===== src/rtl/bram_arb_pkg.sv =====
// Shared types and helpers for the BRAM port-B arbiter: requester ids,
// FSM states and the read-return tag carried alongside each BRAM read.
package bram_arb_pkg;

  localparam int NREQ = 3;

  typedef logic [1:0] req_id_t;

  localparam req_id_t REQ_LOAD  = 2'd0;
  localparam req_id_t REQ_STORE = 2'd1;
  localparam req_id_t REQ_HOST  = 2'd2;

  typedef enum logic {
    ARB    = 1'b0,
    LOCKED = 1'b1
  } arb_state_t;

  typedef struct packed {
    logic    valid;
    req_id_t id;
  } rd_tag_t;

  function automatic logic [NREQ-1:0] id_onehot(input req_id_t id);
    return {{(NREQ-1){1'b0}}, 1'b1} << id;
  endfunction

  function automatic req_id_t next_ptr(input req_id_t id);
    return (id == REQ_HOST) ? REQ_LOAD : id + 2'd1;
  endfunction

endpackage


===== src/rtl/rr_arbiter.sv =====
// Combinational one-hot round-robin picker: the search starts at ptr_i and
// wraps modulo NREQ; the first requester found wins.
module rr_arbiter
  import bram_arb_pkg::*;
(
  input  logic [NREQ-1:0] req_i,
  input  logic [1:0]      ptr_i,
  output logic [NREQ-1:0] gnt_o,
  output logic [1:0]      winner_o,
  output logic            any_o
);

  logic [2:0] sum_s;
  logic [1:0] idx_s;
  logic       take_s;
  logic       found_s;

  // priority search from the pointer, first hit masks all later candidates
  always_comb begin
    gnt_o    = '0;
    winner_o = ptr_i;
    found_s  = 1'b0;
    sum_s    = 3'd0;
    idx_s    = 2'd0;
    take_s   = 1'b0;
    for (int k = 0; k < NREQ; k++) begin
      sum_s         = {1'b0, ptr_i} + 3'(k);
      idx_s         = (sum_s >= 3'd3) ? 2'(sum_s - 3'd3) : sum_s[1:0];
      take_s        = req_i[idx_s] & ~found_s;
      gnt_o[idx_s]  = gnt_o[idx_s] | take_s;
      winner_o      = take_s ? idx_s : winner_o;
      found_s       = found_s | take_s;
    end
    any_o = found_s;
  end

endmodule


===== src/rtl/bram_port_arbiter.sv =====
// Shares BRAM port B between load, store and host requesters with round-robin
// arbitration, optional burst lock, registered issue and tagged read return.
module bram_port_arbiter
  import bram_arb_pkg::*;
#(
  parameter int ADDR_W = 32,
  parameter int DATA_W = 32,
  parameter int RD_LAT = 2
) (
  input  logic                   CLK,
  input  logic                   RSTN,
  input  logic [NREQ-1:0]        REQ,
  input  logic [NREQ-1:0]        REQ_WE,
  input  logic [NREQ-1:0]        REQ_LOCK,
  input  logic [NREQ*ADDR_W-1:0] REQ_ADDR,
  input  logic [NREQ*DATA_W-1:0] REQ_WDATA,
  input  logic [NREQ*4-1:0]      REQ_BE,
  output logic [NREQ-1:0]        GNT,
  output logic [NREQ-1:0]        RVALID,
  output logic [DATA_W-1:0]      RDATA,
  output logic [ADDR_W-1:0]      addrb,
  output logic [DATA_W-1:0]      dinb,
  input  logic [DATA_W-1:0]      doutb,
  output logic                   enb,
  output logic [3:0]             web,
  output logic                   BUSY
);

  arb_state_t        state_q, state_d;
  req_id_t           lock_id_q, lock_id_d;
  req_id_t           ptr_q, ptr_d;
  logic [NREQ-1:0]   rr_gnt_s;
  req_id_t           rr_win_s;
  logic              rr_any_s;
  logic [NREQ-1:0]   gnt_s;
  req_id_t           sel_id_s;
  logic              issue_s;
  logic              enb_q;
  logic [3:0]        web_q;
  logic [ADDR_W-1:0] addrb_q;
  logic [DATA_W-1:0] dinb_q;
  logic [NREQ-1:0]   rvalid_q;
  rd_tag_t           tag_q [RD_LAT];
  logic              busy_s;

  rr_arbiter u_rr (
    .req_i    (REQ),
    .ptr_i    (ptr_q),
    .gnt_o    (rr_gnt_s),
    .winner_o (rr_win_s),
    .any_o    (rr_any_s)
  );

  // arbitration FSM next state and the combinational grant
  always_comb begin
    state_d   = state_q;
    lock_id_d = lock_id_q;
    ptr_d     = ptr_q;
    gnt_s     = '0;
    sel_id_s  = rr_win_s;
    case (state_q)
      ARB: begin
        gnt_s = rr_gnt_s;
        if (rr_any_s) begin
          ptr_d = next_ptr(rr_win_s);
          if (REQ_LOCK[rr_win_s]) begin
            state_d   = LOCKED;
            lock_id_d = rr_win_s;
          end else begin
            state_d = ARB;
          end
        end else begin
          ptr_d = ptr_q;
        end
      end
      LOCKED: begin
        sel_id_s = lock_id_q;
        gnt_s    = REQ[lock_id_q] ? id_onehot(lock_id_q) : '0;
        if (!REQ[lock_id_q] || !REQ_LOCK[lock_id_q]) begin
          state_d = ARB;
        end else begin
          state_d = LOCKED;
        end
      end
      default: begin
        state_d = ARB;
      end
    endcase
  end

  // grants are suppressed while reset is held so nothing is consumed
  assign GNT     = gnt_s & {NREQ{RSTN}};
  assign issue_s = |GNT;

  // FSM state, registered BRAM issue and the read-return tag pipeline
  always_ff @(posedge CLK or negedge RSTN) begin
    if (!RSTN) begin
      state_q   <= ARB;
      lock_id_q <= REQ_LOAD;
      ptr_q     <= REQ_LOAD;
      enb_q     <= 1'b0;
      web_q     <= 4'h0;
      addrb_q   <= '0;
      dinb_q    <= '0;
      rvalid_q  <= '0;
      for (int k = 0; k < RD_LAT; k++) begin
        tag_q[k] <= '0;
      end
    end else begin
      state_q   <= state_d;
      lock_id_q <= lock_id_d;
      ptr_q     <= ptr_d;
      enb_q     <= issue_s;
      web_q     <= (issue_s && REQ_WE[sel_id_s]) ? REQ_BE[sel_id_s*4 +: 4] : 4'h0;
      if (issue_s) begin
        addrb_q <= REQ_ADDR[sel_id_s*ADDR_W +: ADDR_W];
        dinb_q  <= REQ_WDATA[sel_id_s*DATA_W +: DATA_W];
      end
      tag_q[0] <= '{valid: issue_s & ~REQ_WE[sel_id_s], id: sel_id_s};
      for (int k = 1; k < RD_LAT; k++) begin
        tag_q[k] <= tag_q[k-1];
      end
      rvalid_q <= tag_q[RD_LAT-1].valid ? id_onehot(tag_q[RD_LAT-1].id) : '0;
    end
  end

  // busy while any read is still travelling or a burst holds the port
  always_comb begin
    busy_s = (state_q == LOCKED);
    for (int k = 0; k < RD_LAT; k++) begin
      busy_s = busy_s | tag_q[k].valid;
    end
  end

  assign enb    = enb_q;
  assign web    = web_q;
  assign addrb  = addrb_q;
  assign dinb   = dinb_q;
  assign RVALID = rvalid_q;
  assign RDATA  = (|rvalid_q) ? doutb : '0;
  assign BUSY   = busy_s;

endmodule


===== config.mk =====
export PLATFORM = sky130hd
export DESIGN_NAME = bram_port_arbiter
export DESIGN_NICKNAME = d
export VERILOG_FILES = /design/src/rtl/bram_arb_pkg.sv /design/src/rtl/rr_arbiter.sv /design/src/rtl/bram_port_arbiter.sv
export SDC_FILE = /design/constraint.sdc
export NUM_CORES = 1
export LEC_CHECK = 0
export ABC_AREA = 1
export CAP_MARGIN = 10
export CORE_AREA = 2 2 136 138
export DETAILED_ROUTE_END_ITERATION = 10
export DIE_AREA = 0 0 138 140
export GPL_ROUTABILITY_DRIVEN = 0
export PLACE_DENSITY_LB_ADDON = 0.2
export SYNTH_ARGS = -nofsm -noshare
export SYNTH_HDL_FRONTEND = slang
export SYNTH_SLANG_ARGS = --single-unit

===== constraint.sdc =====
create_clock -name CLK -period 5.9 [get_ports CLK]
set_input_delay 1.77 -clock CLK [delete_from_list [all_inputs] [get_ports CLK]]
set_output_delay 1.77 -clock CLK [all_outputs]
set_load 0.02 [all_outputs]

-- Yosys cells after proc, flatten, opt, wreduce, memory -nomap -nowiden
Index checks and enable logic that the tools add are counted.
- register bits: 83
- word-level logic and storage cells: 108
- add/sub/neg operators: 6
- $lt $le $gt $ge: 12
- equality and inequality tests: 1
- shift-type cells: 5
- mux-type cells: 45
- bitwise logic cells: 16
- reduce and logical (&&, ||, !) cells: 11
- operators by type and width (cell ; number):
    96-bit by 8-bit variable part select with 32-bit output ; 2
    32-bit two-way mux ; 1
    1-bit binary-select mux with 2-bit select ; 10
    2-bit by 3-bit less-than comparator with 1-bit output (second input constant) ; 6
    1-bit two-way mux ; 16
    2-bit two-way mux ; 8
    12-bit by 5-bit variable part select with 4-bit output ; 1
    1-bit bitwise OR ; 7
    3-bit bitwise AND ; 2
    3-bit bitwise mux ; 2
    1-bit demux with 2-bit select ; 3
    2-bit by 1-bit >= comparator with 1-bit output (second input constant) ; 3
    3-bit by 2-bit >= comparator with 1-bit output (second input constant) ; 2
    3-bit two-way mux ; 2
    3-bit case mux with 2 select lines ; 1
    3-bit OR reduction ; 2
    1-bit by 2-bit left shift with 3-bit output (first input constant) ; 2
    2-bit subtractor (second input constant) ; 3
    1-bit logical AND ; 4
    4-bit two-way mux ; 1
    1-bit NOT ; 4
    2-bit by 1-bit adder with 3-bit output (second input constant) ; 1
    2-bit by 2-bit adder with 3-bit output (second input constant) ; 1
    1-bit bitwise AND ; 3
    8 further kinds ; 9

-- Longest topological paths before layout
- depth in word-level cells: 20
- mapped depth: 20

-- Cells and area by module
From an unflattened synthesis, not the netlist that was laid out.
- cell total of the unflattened synthesis: 1037
- area total of the unflattened synthesis: 6241.0 sq um
- modules (own cells, without submodules) (module ; times used ; cells an instance ; area an instance (sq um) ; seq. area each (sq um)):
    bram_port_arbiter ; 1 ; 964 ; 5884.4 ; 2077.0
    rr_arbiter ; 1 ; 73 ; 356.6 ; 0.0

-- Worst setup path before layout
OpenSTA, ideal clock, no wires.
- path kind: in2out
- from: input port REQ[1]
- to: output port GNT[0]
- arrival: 2.552 ns
- data required time: 4.130 ns
- setup slack: 1.578 ns
- stages: 11
- path buffers: 0
- cell sequence: nand2_1 nand3_2 nand2_2 nand2_2 nand2_1 nand2_1 nand2_1 nand2_1 nand2_1 nand2_1 inv_1
- longest elaborated chain between the ends: 14
- elaborated cells between the ends (all ways): 26
- RTL lines (element ; RTL line ; source):
    start: declaration ; bram_port_arbiter.sv:12 ; input logic [NREQ-1:0] REQ,
    1-bit binary-select mux with 2-bit select ; rr_arbiter.sv:29 ; take_s = req_i[idx_s] & ~found_s;
    1-bit two-way mux (not written as such) ; rr_arbiter.sv:29 ;
    1-bit bitwise OR ; rr_arbiter.sv:30 ; gnt_o[idx_s] = gnt_o[idx_s] | take_s;
    3-bit bitwise AND (no line) ; n/a ;
    1-bit binary-select mux with 2-bit select ; rr_arbiter.sv:30 ;
    1-bit two-way mux (not written as such) ; rr_arbiter.sv:30 ;
    1-bit bitwise OR ; rr_arbiter.sv:30 ;
    3-bit bitwise mux ; rr_arbiter.sv:30 ;
    1-bit binary-select mux with 2-bit select ; rr_arbiter.sv:30 ;
    1-bit two-way mux (not written as such) ; rr_arbiter.sv:30 ;
    1-bit bitwise OR ; rr_arbiter.sv:30 ;
    3-bit bitwise mux ; rr_arbiter.sv:30 ;
    3-bit case mux with 2 select lines * ; bram_port_arbiter.sv:61 ; case (state_q)
    3-bit bitwise AND * ; bram_port_arbiter.sv:92 ; assign GNT = gnt_s & {NREQ{RSTN}};
    end: declaration ; bram_port_arbiter.sv:18 ; output logic [NREQ-1:0] GNT,
Mark *: on every way between the ends. The rest lies on a longest branch, timed or not. The select of a mux whose other input is x is not followed.

-- Final worst setup path
- from: input port REQ[2]
- to: output port GNT[0]
The elaborated chain is that of the path after synthesis.

==> impl_results.md <==
- HP Class: reg -> reg
- CP Max Fanout: 5
- # Max-Cap Violations: 0
- DR vias: 7,671
- Cell row count: 49
- Final Hold Fails: 0
- Most used cell, CP: nand2_1
- Worst Skew: 6.94 ps
- Worst-path cell chain: clkdlybuf4s50_1 -> nand2_1 -> nor2_2 -> nand3_1 -> nand2_1 -> nand2_1 -> nand2_1 -> nand2_1 -> nand2_1 -> nand2_1 -> inv_1 -> clkdlybuf4s50_1
- Setup CP Type: in -> out
- Slowest cell on the critical path: clkdlybuf4s50_1
- Status: complete, no violations
- Place WS: 329 ps
- Sequential area share after synthesis: approximately a third
- Hold path startpoint: tag_q[3]$_DFF_PN0_
- Initial antenna violation count: 1
- Period utilisation layout: 94.9%
- Worst-skew pair later-pin latency: around 340 ps
- Post CTS Setup Buffer Count: 0
- Clock Path Buffers: 2
- GRT Total Usage: a little under a quarter
- Pwr Density: 637 mW/mm^2
- Initial Utilization: 36.6%
- Leak: approximately 5.4 nW
- Hold path depth: 0
- Post-layout min period: approximately 5600 ps
- Clock slew at reported path FFs: 60 ps
- VDD IR-drop max: about 0.4 mV
- DIE HEIGHT: 140 microns
- I/O pin cnt: roughly 360
- GRT overflow: 0
- Final hold slack: 346 ps
- Cells after synthesis: roughly 1,200
- Post-route setup TNS: 0 ps
- Vias in the first global route: 6,880
- Commonest cells after routing, fill and taps aside: nor2_1, clkdlybuf4s50_1, nand2_1
- Synthesis-to-layout area growth: 59.4%
- Final HPWL from detailed placement: between 15,000 and 20,000 microns
- DRT iter0 DRCs: 370
- Critical path data required time: 4130 ps
- TritonCTS clock tree: done
- FF-to-FF Start: ptr_q[0]$_DFFE_PN0P_
- Final setup margin: 300 ps
- # nets final: 1,721
- F_max: 179 MHz
- Number of vias per cell: 4.50
- Cts-stage hold buffer count: 0
- Worst slew pin tran: 820 ps
- Num CTS Buffers: 9
- R2R Path End: dinb[26]$_DFFE_PN0P_
- R2r setup slk: about 2600 ps
- Synthesized Nets: 1,409
- Clock Sinks: 83
- Routed Antenna Nets: 0
- Max-slew violations: 0
- Final setup violation count: 0
- Die Wd: 138 microns
- Core ar.: about 0.018 sq mm
- Root Driver: clkbuf_16
- Unrepaired setup endpoints after global routing: no
- Max-Slew Margin vs Limit: 45.4%
- 1st-pass router iterations: 5
- Synthesized area: 0.00650 sq mm
- Critical Path AT: approximately 3800 ps
- Crit path launch type: input port
- Fraction of layout cells with a size suffix above 1: 3.46%
- Hold EP: tag_q[0]$_DFF_PN0_
- First-pass GRT wire length: 36,000 microns
- H-tree Lvls: 3
- Total wire length: 22,600 microns
- Pin count of the biggest net entering global routing: 75
- Syn_area_per_cell: 5.61 sq um
- Crit path capture type: primary output
- Die area: 0.0193 sq mm
- Port bufs: 354
- Drt drc: 0
- Yosys Warn Count: 0
- Post-CTS sizing: 0
- Unique cell type count in the Yosys netlist: 25
- Yosys reg bits: 83
- Worst stage delay on the critical path: 590 ps
- R2r worst-path depth: 17
- Routed len/inst: 13.2 microns
- Commonest non-fill, non-tap cell in the layout: nor2_1
-- how the worst max path moves through the flow --
stage	slack, ps	depth (start not counted)	end	from
2_1_floorplan	1580	11	GNT[0]	REQ[1]
3_3_place_gp	380	13	GNT[0]	REQ[2]
3_5_place_dp	330	13	GNT[0]	REQ[2]
4_1_cts	320	12	GNT[0]	REQ[2]
5_1_grt	70	12	GNT[0]	REQ[2]
6_report	300	12	GNT[0]	REQ[2]
-- cell families after synthesis --
family	synth area share (%)
fa+ha+maj	0.577
flops	31.9
simple gates	48.8
buf+inv	16.9
compound gates	1.77
-- registers in the layout (all words and copies together), names as in the netlist --
| register | flops |
|---|---|
| ptr_q | 2 |
| tag_q | 6 |
| web | 4 |
| lock_id_q | 2 |
| enb | 1 |
| state_q | 1 |
| addrb | 32 |
| dinb | 32 |
| RVALID | 3 |
-- cell type report --
type                    instances  area (sq um)
multi-input cells             825          3370
diodes                          1          2.50
fillers                      1787          7420
flip-flops and latches         83          2080
repair buffers                365          3650
well taps                     229           287
clock buffers                  11           253
clock inverters                 5          27.5
inverters                     187           702
-- cells in the mapped netlist --
library cell | n | area share, %
inv_2 | 8 | 0.46
nand2_1 | 254 | 15
clkbuf_1 | 12 | 0.69
nor3_1 | 3 | 0.23
buf_6 | 8 | 1.4
nand4_1 | 1 | 0.096
nor3b_1 | 1 | 0.12
nand3_2 | 4 | 0.62
nor2_2 | 1 | 0.096
o21ai_0 | 8 | 0.62
o21ai_2 | 1 | 0.13
inv_1 | 179 | 10
nand3_1 | 93 | 7.2
buf_1 | 1 | 0.058
nand2_2 | 6 | 0.58
a31oi_1 | 2 | 0.19
a21oi_1 | 7 | 0.54
dfrtp_1 | 83 | 32
buf_2 | 27 | 2.1
o22ai_1 | 1 | 0.096
ha_1 | 3 | 0.58
buf_4 | 16 | 1.8
a21boi_1 | 1 | 0.12
nor2_1 | 438 | 25
o21ai_1 | 1 | 0.077
-- power by group --
group / switching [W] / internal, W / leakage [nW] / total (W)
sequential: 0.000146 / 0.000891 / 0.977 / 0.00104
clock: 0.000230 / 0.000305 / 0.141 / 0.000535
combinational: 0.00321 / 0.00181 / 4.28 / 0.00503
-- stage by stage --
stage | power [W] | utilization (%) | area [sq um] | std cells
floorplan | 0.00476 | - | 6500 | 1159
global placement | 0.00604 | 56.7 | 10100 | 1689
detailed placement | 0.00611 | 56.7 | 10100 | 1689
CTS | 0.00667 | 58.3 | 10400 | 1705
global route | 0.00733 | 58.3 | 10400 | 1706
finish | 0.00660 | 58.3 | 10400 | 1706
-- critical path: cells and delay by family --
kind,cells,cell delay [ps]
simple gates,9,810
buf+inv,3,1250
-- layer usage --
| metal | vias to the layer above | global-route usage [%] | routed length (microns) |
|---|---|---|---|
| li1 | 3999 | - | - |
| met1 | 3344 | 26.9 | 8890 |
| met2 | 302 | 41.2 | 11500 |
| met3 | 26 | 6.02 | 1700 |
| met4 | 0 | 7.04 | 508 |
| met5 | - | 0 | 0 |
(Power assumes the default switching activity.)
==> variant: new RTL, same flow settings <==
Make the reset (`RSTN`) synchronous in one clocked block.
--- a/src/rtl/bram_port_arbiter.sv
+++ b/src/rtl/bram_port_arbiter.sv
@@ -93,7 +93,7 @@
   assign issue_s = |GNT;
 
   // FSM state, registered BRAM issue and the read-return tag pipeline
-  always_ff @(posedge CLK or negedge RSTN) begin
+  always_ff @(posedge CLK) begin
     if (!RSTN) begin
       state_q   <= ARB;
       lock_id_q <= REQ_LOAD;
Function: differs if RSTN is asserted again (counterexample within 4 cycles, from zero or initial values and one cycle with RSTN low); with RSTN held inactive, the same outputs for 4 cycles.
==> variant against the unedited design <==
Sequential power down 17%. Non-clock buffer count increased by 2. Final area fell by 1.3%. Sequential share of layout area is 3.8 points lower. Wire length increased by 5.5%. Total power is 19% lower. Sequential cell count unchanged. Clock power up 6.0%. Setup slack got worse by 0.059 ns. Via count increased by 3.3%. Register-to-register slack got worse by 0.29 ns. Synthesized area decreased by 1.3%. Synthesized cell count is essentially flat. Critical path type unchanged. Largest cell class unchanged.
==> variant: results (changes against the unedited design) <==
Status
  • Outcome: complete, no violations

Final layout
  • Inserted Diodes: 0 (-1)
  • Clock Network Area Fraction: 2.83% (+0.12 points)
  • Multi-input gates: 701 (-15%)
  • Nonclk inv count: 303 (+62%)
  • NonClk Buf Share: 35.7% (+0.47 points)
  • Nonclk buf count: 367 (+0.55%)
  • Seq area share: 16.2% (-3.8 points)
  • Fraction of area in multi-input gates: 31.3% (-1.1 points)
  • Clock buffer count: 14 (+3)
  • Synth-to-Final Area Change: 59.3% (about the same)

STA
  • Headroom to the max-slew limit: 25.3% (-20 points)
  • Skew final: 0.00825 ns (+0.00131 ns)

Placement
  • Area after DPL: 9940 µm² (-1.4%)
  • Place WS: 0.256 ns (-0.0725 ns)
  • Detailed-placement wirelength estimate: 17500 µm (+1.1%)
  • Cells after DPL: 1683 (-0.36%)

Synth
  • Yosys cell types: 27 (+8.0%)
  • Largest cells by area after synthesis: dfxtp_1 26%, nand3_1 19%, inv_1 17%
  • Ys flop type: dfxtp_1
  • Post-synthesis cell count: 1160 (+0.086%)
  • Post-synthesis net count: 1410 (+0.071%)

GRT
  • GR Util met2: 42.6% (+1.4 points)
  • First-pass GRT wire length: 37600 µm (+4.5%)
  • Largest net degree at the start of global routing: 95 (+27%)
  • Vias in the first global route: 7129 (+3.6%)
  • Initial antenna violation count: 0 (-1)
  • GR Util met1: 27.1% (+0.19 points)
  • Gr usage total: 24.0% (+1.0 points)

Drt
  • Met2 WL: 11800 µm (+2.7%)
  • M1 wire length: 9300 µm (+4.6%)
  • 1st-iter DRT viols: 360 (-2.7%)
  • Via density: 4.67 (+3.7%)

Worst setup path
  • CP arrival: 3.89 ns (+0.06 ns)

Power
  • Overall power: 5.34 mW (-19%)
  • Combinational Power Share: 73.2% (-3.0 points)
  • Peak VDD IR: 288 µV (-28%)
-- variant: cell count changes in the layout (fill, tap and decap cells not counted), moves of 3 or more --
| cell | delta |
|---|---|
| nand2_2 | +3 |
| clkinv_2 | -3 |
| nor2_1 | -335 |
| nand2_1 | +17 |
| a21oi_1 | +4 |
| inv_2 | -3 |
| nand4_1 | +37 |
| inv_1 | +117 |
| nand3_1 | +155 |
| dfrtp_1 | -83 |
| clkbuf_1 | +4 |
| dfxtp_1 | +83 |
-- variant: logic make-up after synthesis --
family / synth area share, %
AND/OR/NAND/NOR: 47.0
buffers and inverters: 24.7
adder cells (fa/ha/maj): 0.585
AO/OA/AOI/OAI: 1.79
flip-flops: 25.9
-- variant: path summary, 6_finish.rpt --
kind / start / to / slack (ns) / depth (start not counted)
max: REQ[2] / GNT[0] / 0.24 / 10
max reg2reg: ptr_q[0] / dinb[28] / 2.27 / 18
min: tag_q[0][0] / tag_q[0][3] / 0.41 / 2
min reg2reg: tag_q[0][0] / tag_q[0][3] / 0.41 / 2
